**config.mk**
```make
export PLATFORM = sky130hd
export DESIGN_NAME = stratixv_tsd_sampler
export DESIGN_NICKNAME = d
export VERILOG_FILES = /design/src/rtl/stratixv_tsd_pkg.sv /design/src/rtl/stratixv_tsd_avg.sv /design/src/rtl/stratixv_tsd_sampler.sv
export SDC_FILE = /design/constraint.sdc
export NUM_CORES = 1
export LEC_CHECK = 0
export BUFFER_PORTS_ARGS = -buffer_cell sky130_fd_sc_hd__buf_4
export CAP_MARGIN = 20
export CORE_MARGIN = 5
export CORE_UTILIZATION = 40
export DETAILED_ROUTE_END_ITERATION = 10
export HOLD_SLACK_MARGIN = 0.1
export SLEW_MARGIN = 20
export SYNTH_ARGS = -nofsm -noshare
export SYNTH_HDL_FRONTEND = slang
export SYNTH_SLANG_ARGS = --single-unit
```
**constraint.sdc**
```tcl
create_clock -name clk -period 3 [get_ports clk]
set_input_delay 0.6 -clock clk [delete_from_list [all_inputs] [get_ports clk]]
set_output_delay 0.6 -clock clk [all_outputs]
set_load 0.05 [all_outputs]
```
**src/rtl/stratixv_tsd_pkg.sv**
```systemverilog
// Shared types and constants for the Stratix V temperature-sensing diode sampler.
package stratixv_tsd_pkg;

    localparam int unsigned TSD_CODE_W   = 8;
    localparam int unsigned CLEAR_CYCLES = 2;

    typedef enum logic [2:0] {
        ST_IDLE,
        ST_CLEAR,
        ST_CONVERT,
        ST_CAPTURE,
        ST_WAIT
    } tsd_state_e;

endpackage

```
**src/rtl/stratixv_tsd_avg.sv**
```systemverilog
// Running accumulator over 2^AVG_LOG2 conversion codes; flags the sample that
// completes a block and presents the truncated average alongside it.
module stratixv_tsd_avg
    import stratixv_tsd_pkg::*;
#(
    parameter int unsigned AVG_LOG2 = 2
) (
    input  logic                  clk,
    input  logic                  flush_i,
    input  logic                  add_i,
    input  logic [TSD_CODE_W-1:0] code_i,
    output logic [TSD_CODE_W-1:0] avg_c,
    output logic                  last_c
);

    localparam int unsigned ACC_W    = TSD_CODE_W + AVG_LOG2;
    localparam int unsigned CNT_W    = AVG_LOG2 + 1;
    localparam int unsigned LAST_CNT = (1 << AVG_LOG2) - 1;

    logic [ACC_W-1:0] acc_q, acc_d, sum;
    logic [CNT_W-1:0] cnt_q, cnt_d;

    // Sum including the incoming code; a completed block restarts from zero.
    always_comb begin
        sum    = acc_q + ACC_W'(code_i);
        last_c = add_i && (cnt_q == CNT_W'(LAST_CNT));
        avg_c  = TSD_CODE_W'(sum >> AVG_LOG2);
        acc_d  = acc_q;
        cnt_d  = cnt_q;
        if (flush_i) begin
            acc_d = '0;
            cnt_d = '0;
        end else if (add_i) begin
            if (last_c) begin
                acc_d = '0;
                cnt_d = '0;
            end else begin
                acc_d = sum;
                cnt_d = cnt_q + CNT_W'(1);
            end
        end
    end

    always_ff @(posedge clk) begin
        acc_q <= acc_d;
        cnt_q <= cnt_d;
    end

endmodule

```
**src/rtl/stratixv_tsd_sampler.sv**
```systemverilog
// Sequences the TSD block through clear/convert/capture/wait, averages the
// returned codes and raises an over-temperature alarm with hysteresis.
module stratixv_tsd_sampler
    import stratixv_tsd_pkg::*;
#(
    parameter int unsigned           SAMPLE_INTERVAL = 1000,
    parameter int unsigned           AVG_LOG2        = 2,
    parameter logic [TSD_CODE_W-1:0] HI_THRESH       = 8'd200,
    parameter logic [TSD_CODE_W-1:0] LO_THRESH       = 8'd190,
    parameter int unsigned           TIMEOUT         = 4096
) (
    input  logic                  clk,
    input  logic                  clr,
    input  logic                  enable,
    output logic                  tsd_ce,
    output logic                  tsd_clr,
    input  logic [TSD_CODE_W-1:0] tsdcalo,
    input  logic                  tsdcaldone,
    output logic [TSD_CODE_W-1:0] temp_code,
    output logic                  temp_valid,
    output logic                  alarm,
    output logic                  timeout_err
);

    localparam int unsigned CNT_MAX = (SAMPLE_INTERVAL > TIMEOUT) ? SAMPLE_INTERVAL : TIMEOUT;
    localparam int unsigned CNT_W   = $clog2(CNT_MAX + 1);

    tsd_state_e            state_q, state_d;
    logic [CNT_W-1:0]      cnt_q, cnt_d;
    logic [TSD_CODE_W-1:0] code_q, code_d;
    logic [TSD_CODE_W-1:0] temp_code_q, temp_code_d;
    logic                  temp_valid_q, temp_valid_d;
    logic                  alarm_q, alarm_d;
    logic                  tmo_q, tmo_d;
    logic                  tsd_ce_q, tsd_ce_d;
    logic                  tsd_clr_q, tsd_clr_d;
    logic                  avg_add, avg_flush, avg_last;
    logic [TSD_CODE_W-1:0] avg_val;

    assign avg_add   = (state_q == ST_CAPTURE) && enable;
    assign avg_flush = clr || !enable;

    stratixv_tsd_avg #(
        .AVG_LOG2 (AVG_LOG2)
    ) u_avg (
        .clk     (clk),
        .flush_i (avg_flush),
        .add_i   (avg_add),
        .code_i  (code_q),
        .avg_c   (avg_val),
        .last_c  (avg_last)
    );

    // Next state; one shared phase counter times CLEAR, CONVERT and WAIT.
    always_comb begin
        state_d = state_q;
        cnt_d   = cnt_q;
        code_d  = code_q;
        tmo_d   = tmo_q;
        case (state_q)
            ST_IDLE: begin
                cnt_d = '0;
                if (enable) state_d = ST_CLEAR;
            end
            ST_CLEAR: begin
                if (cnt_q == CNT_W'(CLEAR_CYCLES - 1)) begin
                    cnt_d   = '0;
                    state_d = ST_CONVERT;
                end else begin
                    cnt_d = cnt_q + CNT_W'(1);
                end
            end
            ST_CONVERT: begin
                if (tsdcaldone) begin
                    code_d  = tsdcalo;
                    cnt_d   = '0;
                    state_d = ST_CAPTURE;
                end else if (cnt_q == CNT_W'(TIMEOUT - 1)) begin
                    tmo_d   = 1'b1;
                    cnt_d   = '0;
                    state_d = ST_WAIT;
                end else begin
                    cnt_d = cnt_q + CNT_W'(1);
                end
            end
            ST_CAPTURE: begin
                cnt_d   = '0;
                state_d = ST_WAIT;
            end
            ST_WAIT: begin
                if (cnt_q == CNT_W'(SAMPLE_INTERVAL - 1)) begin
                    cnt_d   = '0;
                    state_d = ST_CLEAR;
                end else begin
                    cnt_d = cnt_q + CNT_W'(1);
                end
            end
            default: begin
                cnt_d   = '0;
                state_d = ST_IDLE;
            end
        endcase
        if (!enable) begin
            cnt_d   = '0;
            state_d = ST_IDLE;
        end
    end

    // Diode controls follow the next state so they line up with state_q.
    always_comb begin
        tsd_ce_d     = (state_d == ST_CLEAR) || (state_d == ST_CONVERT);
        tsd_clr_d    = (state_d == ST_CLEAR);
        temp_code_d  = temp_code_q;
        temp_valid_d = 1'b0;
        alarm_d      = alarm_q;
        if (avg_last) begin
            temp_code_d  = avg_val;
            temp_valid_d = 1'b1;
            if (avg_val >= HI_THRESH) begin
                alarm_d = 1'b1;
            end else if (avg_val <= LO_THRESH) begin
                alarm_d = 1'b0;
            end
        end
    end

    always_ff @(posedge clk) begin
        if (clr) begin
            state_q      <= ST_IDLE;
            cnt_q        <= '0;
            code_q       <= '0;
            temp_code_q  <= '0;
            temp_valid_q <= 1'b0;
            alarm_q      <= 1'b0;
            tmo_q        <= 1'b0;
            tsd_ce_q     <= 1'b0;
            tsd_clr_q    <= 1'b0;
        end else begin
            state_q      <= state_d;
            cnt_q        <= cnt_d;
            code_q       <= code_d;
            temp_code_q  <= temp_code_d;
            temp_valid_q <= temp_valid_d;
            alarm_q      <= alarm_d;
            tmo_q        <= tmo_d;
            tsd_ce_q     <= tsd_ce_d;
            tsd_clr_q    <= tsd_clr_d;
        end
    end

    assign tsd_ce      = tsd_ce_q;
    assign tsd_clr     = tsd_clr_q;
    assign temp_code   = temp_code_q;
    assign temp_valid  = temp_valid_q;
    assign alarm       = alarm_q;
    assign timeout_err = tmo_q;

endmodule

```
# After elaboration in Yosys (flattened, before gate mapping)
# Cells that the tools add are included.
[word_totals]
out_inout_bits = 13
ff_bits = 50
input_bits = 12
wordCells = 55
[op_classes]
bitwise = 2
eq_ne = 10
n_mux = 16
reduce_logical = 11
magnitude_cmp = 2
addsub = 3
[op_table]
columns = ["cell", "count"]
rows = [
  ["$mux W13", 4],
  ["$pmux W13 S3", 1],
  ["$mux W3", 6],
  ["$pmux W3 S5", 1],
  ["$add A13 B1 Y13 const B", 1],
  ["$eq A13 B1 Y1 const B", 1],
  ["$eq A13 B10 Y1 const B", 1],
  ["$eq A13 B12 Y1 const B", 1],
  ["$eq A3 B2 Y1 const B", 4],
  ["$add A10 B8 Y10", 1],
  ["$mux W10", 1],
  ["$ge A8 B8 Y1 const B", 1],
  ["$le A8 B8 Y1 const B", 1],
  ["$eq A3 B1 Y1 const B", 2],
  ["$reduce_and A2 Y1", 2],
  ["$add A3 B1 Y3 const B", 1],
  ["$eq A3 B3 Y1 const B", 1],
  ["$logic_not A3 Y1", 1],
  ["$mux W1", 3],
  ["$reduce_and A3 Y1", 1],
  ["$logic_and A1 B1 Y1", 2],
  ["$logic_or A1 B1 Y1", 2],
  ["$not A1 Y1", 2],
  ["$reduce_bool A2 Y1", 1],
  ["other kinds (2)", 2],
]

# Depth between registers and ports, before layout
[depth]
word_depth = 7
depth_mapped = 9
depth_no_buf = 8

# Cells and area by module
# A second synthesis with hierarchy kept.
[hier_totals]
hier_cells = 310
hier_area_um2 = 2660.1
[by_module_without_submodules]
columns = ["module", "cells_per_inst", "instances", "seq_area_each_um2", "area_each_um2"]
rows = [
  ["stratixv_tsd_sampler", 188, 1, 740.7, 1642.8],
  ["stratixv_tsd_avg", 122, 1, 260.2, 1017.2],
]

# Worst setup path after synthesis
# Ideal clock, no wire load.
[synth_timing]
kind = "reg-to-reg"
from = "register code_q[0]"
to = "register alarm_q (netlist: alarm)"
slack_ns = 0.862
path_buffers = 0
period_less_slack_ns = 2.138
t_arrival_ns = 2.042
path_stages_with_launch = 9
cell_sequence = "dfxtp_1 -> ha_1 -> fa_1 -> a211oi_1 -> nor2_1 -> a31oi_1 -> xnor2_1 -> o32ai_1 -> a221oi_1"
[synth_via]
elab_chain_cells = 4
[synth_lines]
columns = ["item", "line", "source"]
rows = [
  ["start, declared", "stratixv_tsd_sampler.sv:30", "logic [TSD_CODE_W-1:0] code_q, code_d;"],
  ["start signal, assigned", "stratixv_tsd_sampler.sv:141", "code_q <= code_d;"],
  ["$add A10 B8 Y10 (*)", "stratixv_tsd_avg.sv:25", "sum = acc_q + ACC_W'(code_i);"],
  ["$ge A8 B8 Y1 / $le A8 B8 Y1 (equally long branches)", "stratixv_tsd_sampler.sv:119, stratixv_tsd_sampler.sv:121", ""],
  ["$reduce_bool A2 Y1 (no source line)", "--", ""],
  ["$reduce_and A2 Y1 (no source line)", "--", ""],
  ["end signal, assigned", "stratixv_tsd_sampler.sv:144", "alarm_q <= alarm_d;"],
  ["end, declared", "stratixv_tsd_sampler.sv:33", "logic alarm_q, alarm_d;"],
]
# Every way passes the cells marked *; elsewhere a longest branch is shown, timed or not.
# A chain may end at the register's enable or synchronous reset.

# Worst setup path in the final report
[layout_timing]
from = "register code_q[4]"
to = "register alarm_q (netlist: alarm)"
# Same word-level chain as after synthesis.

==> impl_metrics.tcl <==
set metrics [dict create \
    fp.dieH_um 88.1 \
    setup-violations-final 0 \
    hold_violations 0 \
    r2r_start "code_q[4]" \
    htreeDepth 2 \
    portBuffers 24 \
    area_delta_synth_final_pct 15.9 \
    critical_path_class "flip-flop to flip-flop" \
    end_kind "flip-flop" \
    placed_cell_area_mm2 0.00268 \
    drtIter0Drc 84 \
    hp-class "flip-flop to flip-flop" \
    fp.dieArea_mm2 0.00776 \
    syn_area_mm2 0.00244 \
    critical_path_peak_fanout 5 \
    synth_fp_nets 316 \
    fin_crit_ns 2.37 \
    period_share_pct 79.1 \
    clk_pin_slew_ns 0.10 \
    cellInternalPower_mw 1.04 \
    cts_made_buffers 5 \
    seqPwrFrac_pct 51.9 \
    io_pins 25 \
    grt_pass1_vias 1799 \
    clockRootBuffer "clkbuf_8" \
    rsz0062_at_grt "no" \
    slew_viol_final 0 \
    coreArea_mm2 0.00592 \
    place_congestion 0.841 \
    nets 340 \
    holdWs_ns 0.459 \
    ant_nets 0 \
    power_frac_comb_pct 3.1 \
    worstPathArrival_ns 2.56 \
    synth-seq-cells 50 \
    p_clk_share_pct 45.0 \
    cp.required_ns 3.19 \
    grt_pass1_wl_um 8430 \
    final_area_mm2 0.00283 \
    yosysSeqAreaShare_pct 41.0 \
    diodes 0 \
    grt.total_usage_pct 13.7 \
    utilization_pct 47.7 \
    cts_sinks 50 \
    vias 2026 \
    cap_violations 0 \
    cp-startpoint "code_q[4]" \
    synth-edff-count 0 \
    overflow 0 \
    grt_max_degree 22 \
    yosysWarnings 0 \
    dp_hpwl_um 3750 \
    cts_post_setup_buffers_inserted 0 \
    hp-start "temp_code[6]" \
    wl_um 5070 \
    cts_tree "yes" \
    die_x_um 88.1 \
    relSlewSlack_pct 42.6 \
    wire_per_inst_um 13.0 \
    cts.path.max_buffers 2 \
    fin_skew_ns 0.00982 \
    antenna_found_initial 0 \
    post_cts_resized 0 \
    drc 0 \
    fillers 599 \
    swShare_pct 19.5 \
    outcome "complete, no violations" \
    fin_tns_setup_ns 0 \
    p_per_area_mw_per_mm2 457 \
    vias_per_cell 5.18 \
    max_slew.worst_pin.slew_ns 0.854 \
    power_switching_mw 0.251 \
    drive_above_1_share_pct 13.6 \
    clock_latency_ns 0.30 \
    synth.avg_cell_area_um2 8.38 \
    rows 28 \
    vdd_drop_max_mv 0.241 \
    cts_hold_buffers 0 \
    synthArstFlopShare_pct 0 \
    p_leak_nw 1.05 \
    synth.distinct_cells 49 \
    synthesis.instances 291 \
    synth_ff_type "dfxtp_1" \
    dr.pass1.iters 4 \
    start_util_pct 41.2 \
    fmax_mhz 421 \
    crit_path_start_kind "flip-flop" \
]
[path summary, 6_finish.rpt]
path	end	slack [ns]	cells past startpoint
max	alarm	0.63	7
min	temp_code[6]	0.46	2
max reg2reg	alarm	0.63	7
min reg2reg	temp_code[6]	0.46	2
[area by class of cell]
cell class | count | area [um2] | share of cell area (%)
Inverter | 7 | 26.3 | 0.930
Clock buffer | 6 | 82.6 | 2.92
Tap cell | 75 | 93.8 | 3.32
Clock inverter | 2 | 60.1 | 2.13
Timing Repair Buffer | 26 | 195 | 6.91
Sequential cell | 50 | 1000 | 35.4
Multi-Input combinational cell | 225 | 1370 | 48.4
[Yosys cell counts (2+ instances only)]
cell	number	area, um2
dfxtp_1	50	1000
nor2_1	50	188
nand2_1	38	143
a21oi_1	30	150
ha_1	12	150
xnor2_1	12	105
clkbuf_1	7	26.3
inv_1	7	26.3
nand3_1	7	35.0
nor3_1	7	35.0
o21ai_0	6	30.0
xor2_1	6	52.6
a22oi_1	5	37.5
a31oi_1	4	25.0
nand2b_1	4	25.0
nor3b_1	3	22.5
or3_1	3	18.8
a211o_1	2	17.5
a211oi_1	2	15.0
and4_1	2	17.5
nand3b_1	2	15.0
nand4_1	2	12.5
nor2b_1	2	12.5
o31ai_1	2	15.0
or4_1	2	15.0
[kinds of logic (layout without fill, tap and decap cells)]
family,Yosys count,after routing,synth area share (%)
AND/OR/NAND/NOR,132,132,26.3
adder cells (fa/ha/maj),13,13,6.98
XOR/XNOR,18,18,6.46
buffers and inverters,16,41,2.93
AO/OA/AOI/OAI,62,62,16.3
flip-flops,50,50,41.0
[layout by cell type (no fill, tap or decap), types with 2 or more instances in the layout]
cell type / synthesis / layout
o31ai_1: 2 / 2
nand3b_1: 2 / 2
nor3_1: 7 / 7
and4_1: 2 / 2
xnor2_1: 12 / 12
bufinv_16: 0 / 2
nand2b_1: 4 / 4
or3_1: 3 / 3
dfxtp_1: 50 / 50
inv_1: 7 / 7
a211oi_1: 2 / 2
a211o_1: 2 / 2
xor2_1: 6 / 6
nand4_1: 2 / 2
a22oi_1: 5 / 5
nor3b_1: 3 / 3
buf_4: 0 / 26
or4_1: 2 / 2
o21ai_0: 6 / 6
nand2_1: 38 / 38
nor2b_1: 2 / 2
ha_1: 12 / 12
nor2_1: 50 / 50
a31oi_1: 4 / 4
clkbuf_8: 0 / 6
a21oi_1: 30 / 30
nand3_1: 7 / 7
[worst max-delay path, stage by stage (launching register included)]
cell and delay, ns:
dfxtp_1 0.34, ha_1 0.36, nand2_1 0.07, o31ai_1 0.54, a2111oi_0 0.13, or3_1 0.41, o32ai_1 0.29, a221oi_1 0.12
[power by group through the flow]
stage                     Sequential (mW)  Clock [mW]  Combinational (mW)
final                               0.669       0.580              0.0405
after global routing                0.670       0.622              0.0441
after detailed placement            0.685           0              0.0411
after CTS                           0.669       0.598              0.0410
after global placement              0.685           0              0.0412
after floorplan                     0.688           0              0.0197
[per-stage QoR]
step	total power, mW	std cells	setup slack [ns]
finish	1.29	391	0.627
global route	1.34	391	0.383
CTS	1.31	391	0.633
detailed placement	0.726	383	0.653
global placement	0.726	383	0.696
floorplan	0.707	291	0.862
[flip-flops by register name (all words and copies together), names as in the netlist]
| register | count |
|---|---|
| alarm | 1 |
| tsd_clr | 1 |
| cnt_q | 13 |
| u_avg.cnt_q | 3 |
| temp_code | 8 |
| code_q | 8 |
| timeout_err | 1 |
| temp_valid | 1 |
| u_avg.acc_q | 10 |
| tsd_ce | 1 |
| state_q | 3 |
[layer usage]
metal / track usage, % / wire length [um] / part of all wire (%)
met3: 3.29 / 178 / 3.5
met5: 0 / 0 / 0
met2: 22.8 / 2430 / 48
met1: 17.8 / 2430 / 48
met4: 3.30 / 40 / 0.79
No activity file was read; power rests on OpenSTA's default activity.
